==> src/rtl/sccb_reg_sequencer_if.sv <==
// Sequencer-side bus: synchronous register-table ROM plus the byte-level i2c engine command port.
// master = sequencer, slave = ROM/engine side.
interface sccb_reg_sequencer_if #(
  parameter int LEN = 7
);
  logic            o_rom_rden;
  logic [LEN-1:0]  o_rom_addr;
  logic [15:0]     i_rom_data;
  logic            o_byte_valid;
  logic [7:0]      o_byte;
  logic            o_byte_first;
  logic            o_byte_last;
  logic            i_byte_done;
  logic            i_byte_nack;

  modport master (
    output o_rom_rden, o_rom_addr, o_byte_valid, o_byte, o_byte_first, o_byte_last,
    input  i_rom_data, i_byte_done, i_byte_nack
  );

  modport slave (
    input  o_rom_rden, o_rom_addr, o_byte_valid, o_byte, o_byte_first, o_byte_last,
    output i_rom_data, i_byte_done, i_byte_nack
  );
endinterface

==> src/rtl/sccb_reg_sequencer.sv <==
// Camera register-init sequencer: walks a {reg,val} ROM table and issues 3-byte SCCB writes with delay, end-marker and NACK-retry support.
// One byte command outstanding at a time; the next byte is only issued after i_byte_done.
module sccb_reg_sequencer #(
  parameter int         DEPTH       = 77,
  parameter int         LEN         = $clog2(DEPTH),
  parameter logic [7:0] DEV_ADDR    = 8'h42,
  parameter int         ROM_LATENCY = 1,
  parameter int         DELAY_UNIT  = 50000,
  parameter int         MAX_RETRY   = 3,
  parameter int         INTER_GAP   = 500
) (
  input  logic              sys_clk,
  input  logic              rstn,
  input  logic              i_start,
  output logic              o_busy,
  output logic              o_done,
  output logic              o_error,
  output logic [LEN-1:0]    o_index,
  output logic [1:0]        o_retry_cnt,
  output logic [3:0]        o_state,
  sccb_reg_sequencer_if.master bus
);

  typedef enum logic [3:0] {
    S_IDLE     = 4'd0,
    S_ROM_REQ  = 4'd1,
    S_ROM_WAIT = 4'd2,
    S_DECODE   = 4'd3,
    S_SEND_DEV = 4'd4,
    S_SEND_REG = 4'd5,
    S_SEND_VAL = 4'd6,
    S_RETRY    = 4'd7,
    S_GAP      = 4'd8,
    S_DELAY    = 4'd9,
    S_NEXT     = 4'd10,
    S_DONE     = 4'd11,
    S_ERROR    = 4'd12
  } state_t;

  localparam int             DW       = 8 + $clog2(DELAY_UNIT + 1);
  localparam int             GW       = (INTER_GAP > 1) ? $clog2(INTER_GAP) : 1;
  localparam logic [DW-1:0]  DU       = DW'(DELAY_UNIT);
  localparam logic [GW-1:0]  GAP_END  = GW'(INTER_GAP - 1);
  localparam logic [2:0]     LAT_END  = 3'(ROM_LATENCY - 1);
  localparam logic [LEN-1:0] LAST_IDX = LEN'(DEPTH - 1);

  state_t          state;
  logic [2:0]      lat_cnt;
  logic [GW-1:0]   gap_cnt;
  logic [DW-1:0]   dly_cnt;
  logic [7:0]      ent_reg;
  logic [7:0]      ent_val;
  logic            pend;
  logic            resend;

  assign o_state = state;

  always_ff @(posedge sys_clk) begin
    if (!rstn) begin
      state            <= S_IDLE;
      o_busy           <= 1'b0;
      o_done           <= 1'b0;
      o_error          <= 1'b0;
      o_index          <= '0;
      o_retry_cnt      <= '0;
      bus.o_rom_rden   <= 1'b0;
      bus.o_rom_addr   <= '0;
      bus.o_byte_valid <= 1'b0;
      bus.o_byte       <= '0;
      bus.o_byte_first <= 1'b0;
      bus.o_byte_last  <= 1'b0;
      lat_cnt          <= '0;
      gap_cnt          <= '0;
      dly_cnt          <= '0;
      ent_reg          <= '0;
      ent_val          <= '0;
      pend             <= 1'b0;
      resend           <= 1'b0;
    end else begin
      bus.o_rom_rden   <= 1'b0;
      bus.o_byte_valid <= 1'b0;
      case (state)
        S_IDLE: begin
          if (i_start) begin
            o_index        <= '0;
            o_done         <= 1'b0;
            o_error        <= 1'b0;
            o_busy         <= 1'b1;
            o_retry_cnt    <= '0;
            bus.o_rom_rden <= 1'b1;
            bus.o_rom_addr <= '0;
            state          <= S_ROM_REQ;
          end
        end
        S_ROM_REQ: begin
          lat_cnt <= '0;
          state   <= S_ROM_WAIT;
        end
        S_ROM_WAIT: begin
          if (lat_cnt == LAT_END) begin
            ent_reg <= bus.i_rom_data[15:8];
            ent_val <= bus.i_rom_data[7:0];
            state   <= S_DECODE;
          end else begin
            lat_cnt <= lat_cnt + 3'd1;
          end
        end
        S_DECODE: begin
          o_retry_cnt <= '0;
          if (ent_reg == 8'hFF) begin
            if (ent_val == 8'hFF) begin
              state <= S_DONE;
            end else if (ent_val == 8'h00) begin
              state <= S_NEXT;
            end else begin
              dly_cnt <= DW'(ent_val) * DU;
              state   <= S_DELAY;
            end
          end else begin
            state <= S_SEND_DEV;
          end
        end
        S_SEND_DEV, S_SEND_REG, S_SEND_VAL: begin
          // First cycle in a send state issues the byte; afterwards only i_byte_done matters.
          if (!pend) begin
            bus.o_byte_valid <= 1'b1;
            bus.o_byte       <= (state == S_SEND_DEV) ? DEV_ADDR :
                                (state == S_SEND_REG) ? ent_reg : ent_val;
            bus.o_byte_first <= (state == S_SEND_DEV);
            bus.o_byte_last  <= (state == S_SEND_VAL);
            pend             <= 1'b1;
          end else if (bus.i_byte_done) begin
            pend <= 1'b0;
            if (bus.i_byte_nack) begin
              state <= S_RETRY;
            end else if (state == S_SEND_DEV) begin
              state <= S_SEND_REG;
            end else if (state == S_SEND_REG) begin
              state <= S_SEND_VAL;
            end else begin
              resend  <= 1'b0;
              gap_cnt <= '0;
              state   <= S_GAP;
            end
          end
        end
        S_RETRY: begin
          if (int'(o_retry_cnt) < MAX_RETRY) begin
            o_retry_cnt <= o_retry_cnt + 2'd1;
            resend      <= 1'b1;
            gap_cnt     <= '0;
            state       <= S_GAP;
          end else begin
            state <= S_ERROR;
          end
        end
        S_GAP: begin
          if (gap_cnt == GAP_END) begin
            state <= resend ? S_SEND_DEV : S_NEXT;
          end else begin
            gap_cnt <= gap_cnt + GW'(1);
          end
        end
        S_DELAY: begin
          if (dly_cnt == '0) begin
            state <= S_NEXT;
          end else begin
            dly_cnt <= dly_cnt - DW'(1);
          end
        end
        S_NEXT: begin
          // The last table slot terminates the walk even without an end marker.
          if (o_index == LAST_IDX) begin
            state <= S_DONE;
          end else begin
            o_index        <= o_index + LEN'(1);
            bus.o_rom_rden <= 1'b1;
            bus.o_rom_addr <= o_index + LEN'(1);
            state          <= S_ROM_REQ;
          end
        end
        S_DONE: begin
          o_done <= 1'b1;
          o_busy <= 1'b0;
          state  <= S_IDLE;
        end
        S_ERROR: begin
          o_error <= 1'b1;
          o_busy  <= 1'b0;
          state   <= S_IDLE;
        end
        default: state <= S_IDLE;
      endcase
    end
  end

endmodule
==> src/flat_wrapper.sv <==
// flat-port wrapper written by rule: the top's interface ports become plain ports
module sccb_reg_sequencer_flat 
#(
  parameter int         DEPTH       = 77,
  parameter int         LEN         = $clog2(DEPTH),
  parameter logic [7:0] DEV_ADDR    = 8'h42,
  parameter int         ROM_LATENCY = 1,
  parameter int         DELAY_UNIT  = 50000,
  parameter int         MAX_RETRY   = 3,
  parameter int         INTER_GAP   = 500
)
  (sys_clk, rstn, i_start, o_busy, o_done, o_error, o_index, o_retry_cnt, o_state, bus_o_rom_rden, bus_o_rom_addr, bus_o_byte_valid, bus_o_byte, bus_o_byte_first, bus_o_byte_last, bus_i_rom_data, bus_i_byte_done, bus_i_byte_nack);
  sccb_reg_sequencer_if #(.LEN(LEN)) bus_i ();
  input  logic sys_clk;
  input  logic rstn;
  input  logic i_start;
  output logic o_busy;
  output logic o_done;
  output logic o_error;
  output logic [LEN-1:0] o_index;
  output logic [1:0] o_retry_cnt;
  output logic [3:0] o_state;
  output wire logic [$bits(bus_i.o_rom_rden)-1:0] bus_o_rom_rden;
  output wire logic [$bits(bus_i.o_rom_addr)-1:0] bus_o_rom_addr;
  output wire logic [$bits(bus_i.o_byte_valid)-1:0] bus_o_byte_valid;
  output wire logic [$bits(bus_i.o_byte)-1:0] bus_o_byte;
  output wire logic [$bits(bus_i.o_byte_first)-1:0] bus_o_byte_first;
  output wire logic [$bits(bus_i.o_byte_last)-1:0] bus_o_byte_last;
  input wire logic [$bits(bus_i.i_rom_data)-1:0] bus_i_rom_data;
  input wire logic [$bits(bus_i.i_byte_done)-1:0] bus_i_byte_done;
  input wire logic [$bits(bus_i.i_byte_nack)-1:0] bus_i_byte_nack;
  assign bus_o_rom_rden = bus_i.o_rom_rden;
  assign bus_o_rom_addr = bus_i.o_rom_addr;
  assign bus_o_byte_valid = bus_i.o_byte_valid;
  assign bus_o_byte = bus_i.o_byte;
  assign bus_o_byte_first = bus_i.o_byte_first;
  assign bus_o_byte_last = bus_i.o_byte_last;
  assign bus_i.i_rom_data = bus_i_rom_data;
  assign bus_i.i_byte_done = bus_i_byte_done;
  assign bus_i.i_byte_nack = bus_i_byte_nack;
  sccb_reg_sequencer #(.DEPTH(DEPTH), .LEN(LEN), .DEV_ADDR(DEV_ADDR), .ROM_LATENCY(ROM_LATENCY), .DELAY_UNIT(DELAY_UNIT), .MAX_RETRY(MAX_RETRY), .INTER_GAP(INTER_GAP)) u_core (.sys_clk(sys_clk), .rstn(rstn), .i_start(i_start), .o_busy(o_busy), .o_done(o_done), .o_error(o_error), .o_index(o_index), .o_retry_cnt(o_retry_cnt), .o_state(o_state), .bus(bus_i));
endmodule
==> config.mk <==
export PLATFORM = sky130hd
export DESIGN_NAME = sccb_reg_sequencer_flat
export DESIGN_NICKNAME = d
export VERILOG_FILES = /design/src/rtl/sccb_reg_sequencer_if.sv /design/src/rtl/sccb_reg_sequencer.sv /design/src/flat_wrapper.sv
export SDC_FILE = /design/constraint.sdc
export NUM_CORES = 1
export LEC_CHECK = 0
export CORE_ASPECT_RATIO = 0.6
export CORE_MARGIN = 5
export CORE_UTILIZATION = 63
export CTS_CLUSTER_SIZE = 24
export DETAILED_ROUTE_END_ITERATION = 6
export GPL_TIMING_DRIVEN = 0
export PLACE_DENSITY = 0.87
export SKIP_LAST_GASP = 1
export SLEW_MARGIN = 20
export SYNTH_ARGS = -nofsm -noshare
export SYNTH_HDL_FRONTEND = slang
export SYNTH_SLANG_ARGS = --single-unit
==> constraint.sdc <==
create_clock -name sys_clk -period 6.1 [get_ports sys_clk]
set_input_delay 1.22 -clock sys_clk [delete_from_list [all_inputs] [get_ports sys_clk]]
set_output_delay 1.22 -clock sys_clk [all_outputs]
set_load 0.02 [all_outputs]
==> results of run 1 <==
worst register-to-register path: cells and delay by family, from the launching register on:
family	cells	cell delay (ns)
fa+ha+maj	5	2.01
simple gates	3	0.95
compound gates	2	0.60
flops	1	0.55
mux	1	0.37
buf+inv	2	0.12
synthesized netlist by cell type (11+ instances only):
| master | number |
|---|---|
| nor2_1 | 88 |
| nand4_1 | 16 |
| ha_1 | 65 |
| inv_1 | 28 |
| a31oi_1 | 11 |
| dfxtp_1 | 82 |
| o21a_1 | 11 |
| clkbuf_1 | 32 |
| nand2_1 | 54 |
| o21ai_0 | 36 |
| xor2_1 | 16 |
| mux2i_1 | 19 |
| a21oi_1 | 49 |
| fa_1 | 12 |
| nor3_1 | 21 |
power by group through the flow:
stage	clock [mW]	sequential, mW	combinational, mW
after CTS	0.513	0.635	0.862
final	0.517	0.638	0.891
after global routing	0.540	0.642	0.975
after detailed placement	0	0.647	0.851
after floorplan	0	0.651	0.575
after global placement	0	0.644	0.816
worst paths after layout:
check                                                        to  slack [ns]  depth (start not counted)
worst min register to register  u_core.dly_cnt[11]$_SDFFE_PN0P_        0.47                          2
worst min-delay path            u_core.dly_cnt[11]$_SDFFE_PN0P_        0.47                          2
worst max-delay path            u_core.dly_cnt[22]$_SDFFE_PN0P_        1.45                         13
worst max register to register  u_core.dly_cnt[22]$_SDFFE_PN0P_        1.45                         13
kinds of logic (layout without fill, tap and decap cells):
family / after synthesis / after routing / synth area share [%]
flip-flops: 82 / 82 / 27.8
buffers and inverters: 70 / 141 / 4.96
AND/OR/NAND/NOR: 269 / 269 / 22.9
XOR/XNOR: 18 / 18 / 2.67
AO/OA/AOI/OAI: 181 / 181 / 20.0
adder cells (fa/ha/maj): 77 / 77 / 17.9
multiplexers: 22 / 22 / 3.79
layer usage:
metal	part of all wire (%)	global-route usage [%]	vias up	wire, µm
li1	-	-	2724	-
met1	41	43.8	2804	7410
met2	43	45.9	388	7620
met3	14	9.77	53	2440
met4	2.2	9.15	0	385
met5	0	0	-	0
through the flow:
stage / hold slack [ns] / worst slack [ns]
after floorplan: 0.444 / 1.97
after global placement: 0.444 / 1.61
after detailed placement: 0.457 / 1.53
after CTS: 0.477 / 1.51
after global routing: 0.502 / 1.31
final: 0.472 / 1.45
cell usage in the layout (no fill, tap or decap), drive strengths merged, types with 21 or more instances in the layout:
cell           count
a21oi             50
clkbuf            42
clkdlybuf4s50     55
dfxtp             82
ha                65
inv               30
nand2             54
nor2              88
nor3              21
o21ai             37
layout make-up:
type | count | area [µm²]
multi-input cells | 567 | 3970
inverters | 28 | 105
fillers | 654 | 2260
repair buffers | 55 | 551
flip-flops and latches | 82 | 1640
well taps | 130 | 163
plain buffers | 42 | 188
clock inverters | 6 | 48.8
clock buffers | 10 | 229
==> impl_metrics.ini, run 1 <==
[worst_setup_path]
startpoint_type = register
crit_buf_inv = 2
cp_slowest_cell = or4b_2
crit_chain = ha_1 -> ha_1 -> inv_1 -> fa_1 -> inv_1 -> fa_1 -> ha_1 -> nor2b_1 -> o2111a_1 -> or4b_2 -> a221oi_1 -> mux2_2 -> nand3_1
worstPathRequired_ns = 6.38
worstSetupPathType = register to register
cp_slowest_stage_delay_ns = 0.70
cpMostUsedCell = ha_1
worstSetupStartpoint = u_core.ent_val[2]$_SDFFE_PN0P_
cp_top_family = adder cells
cp-end-kind = register
timing.rr.start = u_core.ent_val[2]$_SDFFE_PN0P_
arrival_ns = 4.94
cp_max_fo = 6

[yosys]
synth_area_leader_cell = dfxtp_1
yosysWarnings = 0
synthTopCellsByArea = dfxtp_1, ha_1, nor2_1, a21oi_1, fa_1
synth_edf_count = 0
synth.top_cell.area_share_pct = 27.8
syn-cell-area_um2 = 5900
ys.flop_type = dfxtp_1
ys_types = 68
ys_ff_latch = 82
synth_seq_area_share_pct = 27.8
syn_avg_cell_area_um2 = 8.21
async_flop_share_pct = 0
syn_nets = 817
postSynthCellCount = 719

[final_layout]
drive_gt1_share_pct = 5.32
largest_reg_flops = 24
top_regs = u_core.dly_cnt (24), u_core.gap_cnt (9)
antenna_cells = 0
final_cell_area_um2 = 6900
areaGrowthSynthToFinish_pct = 16.9
top_register = u_core.dly_cnt
stdcell_count = 920
final_core_util_pct = 75.3
nets = 883

[clock_tree]
cts.repair.resized = 0
cts_setup_buffers = 0
cts_tree = yes
clkSlewWorstSetupHoldPaths_ns = 0.07
insertion_delay_ns = 0.35
cts_hold_buf = 0
cts_buffers = 9
cts_root_buf = clkbuf_16
htreeDepth = 3
clockBufferDepth = 2
numClockSinks = 82

[place]
place_area_um2 = 6620
dpl.cell_count = 904
place.gp.congestion = 0.984
io_buffers = 55
hpwl_mm = 13.5

[grt]
grt_pass1_wl_mm = 29.0
overflow = 0
grt_max_degree = 16
antenna_found_initial = 0
grt_pass1_vias = 5753
grt_usage_pct = 31.1

[timing]
slew_viol_final = 0
worst_pin_slew_ns = 1.02
fin_crit_ns = 4.65
fin_worst_skew_ns = 0.00660
fmax_mhz = 215
setup_viol = 0
rsz0062_at_grt = false
relSlewSlack_pct = 31.3
hold_viol = 0
tns_ns = 0
finalCritPeriodShare_pct = 76.3

[pwr]
p_sw_uw = 854
ir_worst_vdd_uv = 174
power_mw = 2.05
p_comb_share_pct = 43.5
clock_power_share_pct = 25.3
seq_power_share_pct = 31.2
intPower_mw = 1.19
p_sw_share_pct = 41.8
cellLeakagePower_nw = 3.02
power.density_nw_per_um2 = 297

[drt]
vias = 5969
avgViaCountPerCell = 6.49
ant_nets = 0
drt_iter0_drc = 873
drcViolationCount = 0
wl_per_cell_um = 19.4
finalWirelength_mm = 17.9
dr.pass1.iters = 7

[floorplanning]
dieWidth_um = 135
die_h_um = 85.0
coreArea_um2 = 9160
pin_count = 56
num_rows = 27
initial_utilization_pct = 64.5
die_area_um2 = 11500

[status]
status = completed

[worst_hold_path]
hp-start = u_core.dly_cnt[11]$_SDFFE_PN0P_
hold_class = register to register

[run]
max_cap_violations = 0
Note: power is estimated with default switching activity, not from simulation.
==> run 2: changes to the inputs <==
--- a/config.mk
+++ b/config.mk
@@ -7,11 +7,11 @@
 export LEC_CHECK = 0
 export CORE_ASPECT_RATIO = 0.6
 export CORE_MARGIN = 5
-export CORE_UTILIZATION = 63
+export CORE_UTILIZATION = 53
 export CTS_CLUSTER_SIZE = 24
 export DETAILED_ROUTE_END_ITERATION = 6
 export GPL_TIMING_DRIVEN = 0
-export PLACE_DENSITY = 0.87
+export PLACE_DENSITY = 0.78
 export SKIP_LAST_GASP = 1
 export SLEW_MARGIN = 20
 export SYNTH_ARGS = -nofsm -noshare
==> constraint.sdc (replaced) <==
create_clock -name sys_clk -period 4.15 [get_ports sys_clk]
set_input_delay 0.83 -clock sys_clk [delete_from_list [all_inputs] [get_ports sys_clk]]
set_output_delay 0.83 -clock sys_clk [all_outputs]
set_load 0.02 [all_outputs]
==> run 2 against run 1 <==
Critical path type unchanged. Clock-buffer cell count is 1 lower. Critical path depth stayed put. Via count is 2.7% lower.
==> impl_metrics.ini, run 2 (same netlist as run 1, synthesis figures left out) <==
[status]
status = completed

[pwr]
p_sw_share_pct = 40.1
p_comb_share_pct = 41.1
cellLeakagePower_nw = 3.06
seq_power_share_pct = 30.0
power_mw = 3.14
power.density_nw_per_um2 = 450
p_sw_mw = 1.26
clock_power_share_pct = 28.9
intPower_mw = 1.88
ir_worst_vdd_uv = 236

[place]
io_buffers = 55
dp_slack_ns = -0.395
hpwl_mm = 13.4
dpl.cell_count = 913
place.gp.congestion = 0.944
place_area_um2 = 6630

[worst_setup_path]
startpoint_type = register
crit_chain = ha_1 -> ha_1 -> inv_1 -> fa_1 -> inv_1 -> fa_1 -> ha_4 -> nor2b_1 -> o2111a_1 -> or4b_4 -> a221oi_2 -> mux2_2 -> nand3_1
cp-end-kind = register
timing.rr.start = u_core.ent_val[2]$_SDFFE_PN0P_
arrival_ns = 4.34
worstPathRequired_ns = 4.44
cp_slowest_stage_delay_ns = 0.54
worst-r2r-cell-count = 13
worstSetupPathType = register to register
cp_max_fo = 6
timing.rr.end = u_core.dly_cnt[22]$_SDFFE_PN0P_
rrSetupSlack_ns = 0.10
cp_slowest_cell = or4b_4

[grt]
overflow = 0
antenna_found_initial = 0
grt_max_degree = 17
grt_pass1_vias = 5388
grt_pass1_wl_mm = 28.1
grt_usage_pct = 25.5

[timing]
fmax_mhz = 247
fin_worst_skew_ns = 0.00976
rsz0062_at_grt = true
finalCritPeriodShare_pct = 97.6
worst_pin_slew_ns = 1.07
fin_crit_ns = 4.05
fin_ws_ns = 0.101
setup_viol = 0
relSlewSlack_pct = 28.2
hold_viol = 0
tns_ns = 0
slew_viol_final = 0

[final_layout]
top_register = u_core.dly_cnt
stdcell_count = 929
final_cell_area_um2 = 6990
drive_gt1_share_pct = 6.20
nets = 883
antenna_cells = 0
largest_reg_flops = 24
top_regs = u_core.dly_cnt (24), u_core.gap_cnt (9)
areaGrowthSynthToFinish_pct = 18.4
final_cell_mix = nor2_1, dfxtp_1, ha_1
layout_commonest_cell = nor2_1

[drt]
vias = 5810
wl_per_cell_um = 18.9
dr.pass1.iters = 5
finalWirelength_mm = 17.5
avgViaCountPerCell = 6.25
drt_iter0_drc = 600
drcViolationCount = 0
ant_nets = 0

[floorplanning]
dieWidth_um = 146
num_rows = 29
die_h_um = 91.7
initial_utilization_pct = 55.0
pin_count = 56
die_area_um2 = 13400
coreArea_um2 = 10700

[clock_tree]
clkSlewWorstSetupHoldPaths_ns = 0.07
cts_tree = yes
htreeDepth = 3
clockBufferDepth = 2
cts_hold_buf = 0
cts_root_buf = clkbuf_16
numClockSinks = 82
insertion_delay_ns = 0.35
cts_buffers = 9

[worst_hold_path]
min_delay_worst_endpoint = u_core.bus.o_byte[6]$_SDFFE_PN0P_
hold_class = register to register
hold_path_depth = 2
hp-start = u_core.bus.o_byte[6]$_SDFFE_PN0P_

[run]
max_cap_violations = 0
-- run 2: cell types whose count changed in the layout (fill, tap and decap cells not counted), moves of 2 or more --
cell / before / now
clkinvlp_4: 3 / 1
dfxtp_1: 82 / 78
bufinv_16: 0 / 2
dfxtp_2: 0 / 3
-- run 2: worst max-delay path by stage --
stage	start	end	slack (ns)
final	u_core.ent_val[2]$_SDFFE_PN0P_	u_core.dly_cnt[22]$_SDFFE_PN0P_	0.10
after global routing	u_core.ent_val[3]$_SDFFE_PN0P_	u_core.dly_cnt[22]$_SDFFE_PN0P_	-0.04
after CTS	u_core.ent_val[2]$_SDFFE_PN0P_	u_core.dly_cnt[22]$_SDFFE_PN0P_	0.005
after detailed placement	u_core.ent_val[2]$_SDFFE_PN0P_	u_core.dly_cnt[22]$_SDFFE_PN0P_	-0.39
after global placement	u_core.ent_val[2]$_SDFFE_PN0P_	u_core.dly_cnt[22]$_SDFFE_PN0P_	-0.39
after floorplan	u_core.ent_val[2]$_SDFFE_PN0P_	u_core.dly_cnt[22]$_SDFFE_PN0P_	0.02
-- run 2: metrics by stage --
stage / util, % / hold slack [ns]
after floorplan: - / 0.444
after CTS: 65.1 / 0.462
after global placement: 61.7 / 0.446
after global routing: 65.1 / 0.486
final: 65.1 / 0.467
after detailed placement: 61.7 / 0.454
-- run 2: metal layers --
metal	global-route usage, %	vias up	part of all wire [%]
li1	-	2735	-
met2	35.4	293	39
met3	6.21	21	10
met5	0	-	0
met4	5.71	0	1.2
met1	39.5	2761	49
-- run 2: final cells by class --
| type | count | area, µm² |
|---|---|---|
| clock buffer | 9 | 225 |
| tap | 139 | 174 |
| clock inverter | 7 | 105 |
| buffer | 42 | 188 |
| fill | 911 | 3750 |
| sequential | 82 | 1650 |
| multi-input combinational | 567 | 3990 |
| inverter | 28 | 105 |
| timing repair buffer | 55 | 551 |
-- run 2: critical path: cells and delay by family (launching register included) --
kind | cells | cell delay, ns
adder cells (fa/ha/maj) | 5 | 1.88
AND/OR/NAND/NOR | 3 | 0.75
AO/OA/AOI/OAI | 2 | 0.50
flip-flops | 1 | 0.39
multiplexers | 1 | 0.35
buffers and inverters | 2 | 0.10
-- run 2: power by group through the flow --
stage	logic (mW)	clock network (mW)	registers [mW]
floorplan	0.846	0	0.958
global placement	1.21	0	0.951
detailed placement	1.24	0	0.954
CTS	1.26	0.915	0.939
global route	1.43	0.948	0.948
finish	1.29	0.909	0.943
-- run 2: timing repair --
action	4_1_cts	5_1_grt
pin swaps	0	2
gates resized for setup	8	2
setup endpoints to repair	3	3
buffers inserted	0	0
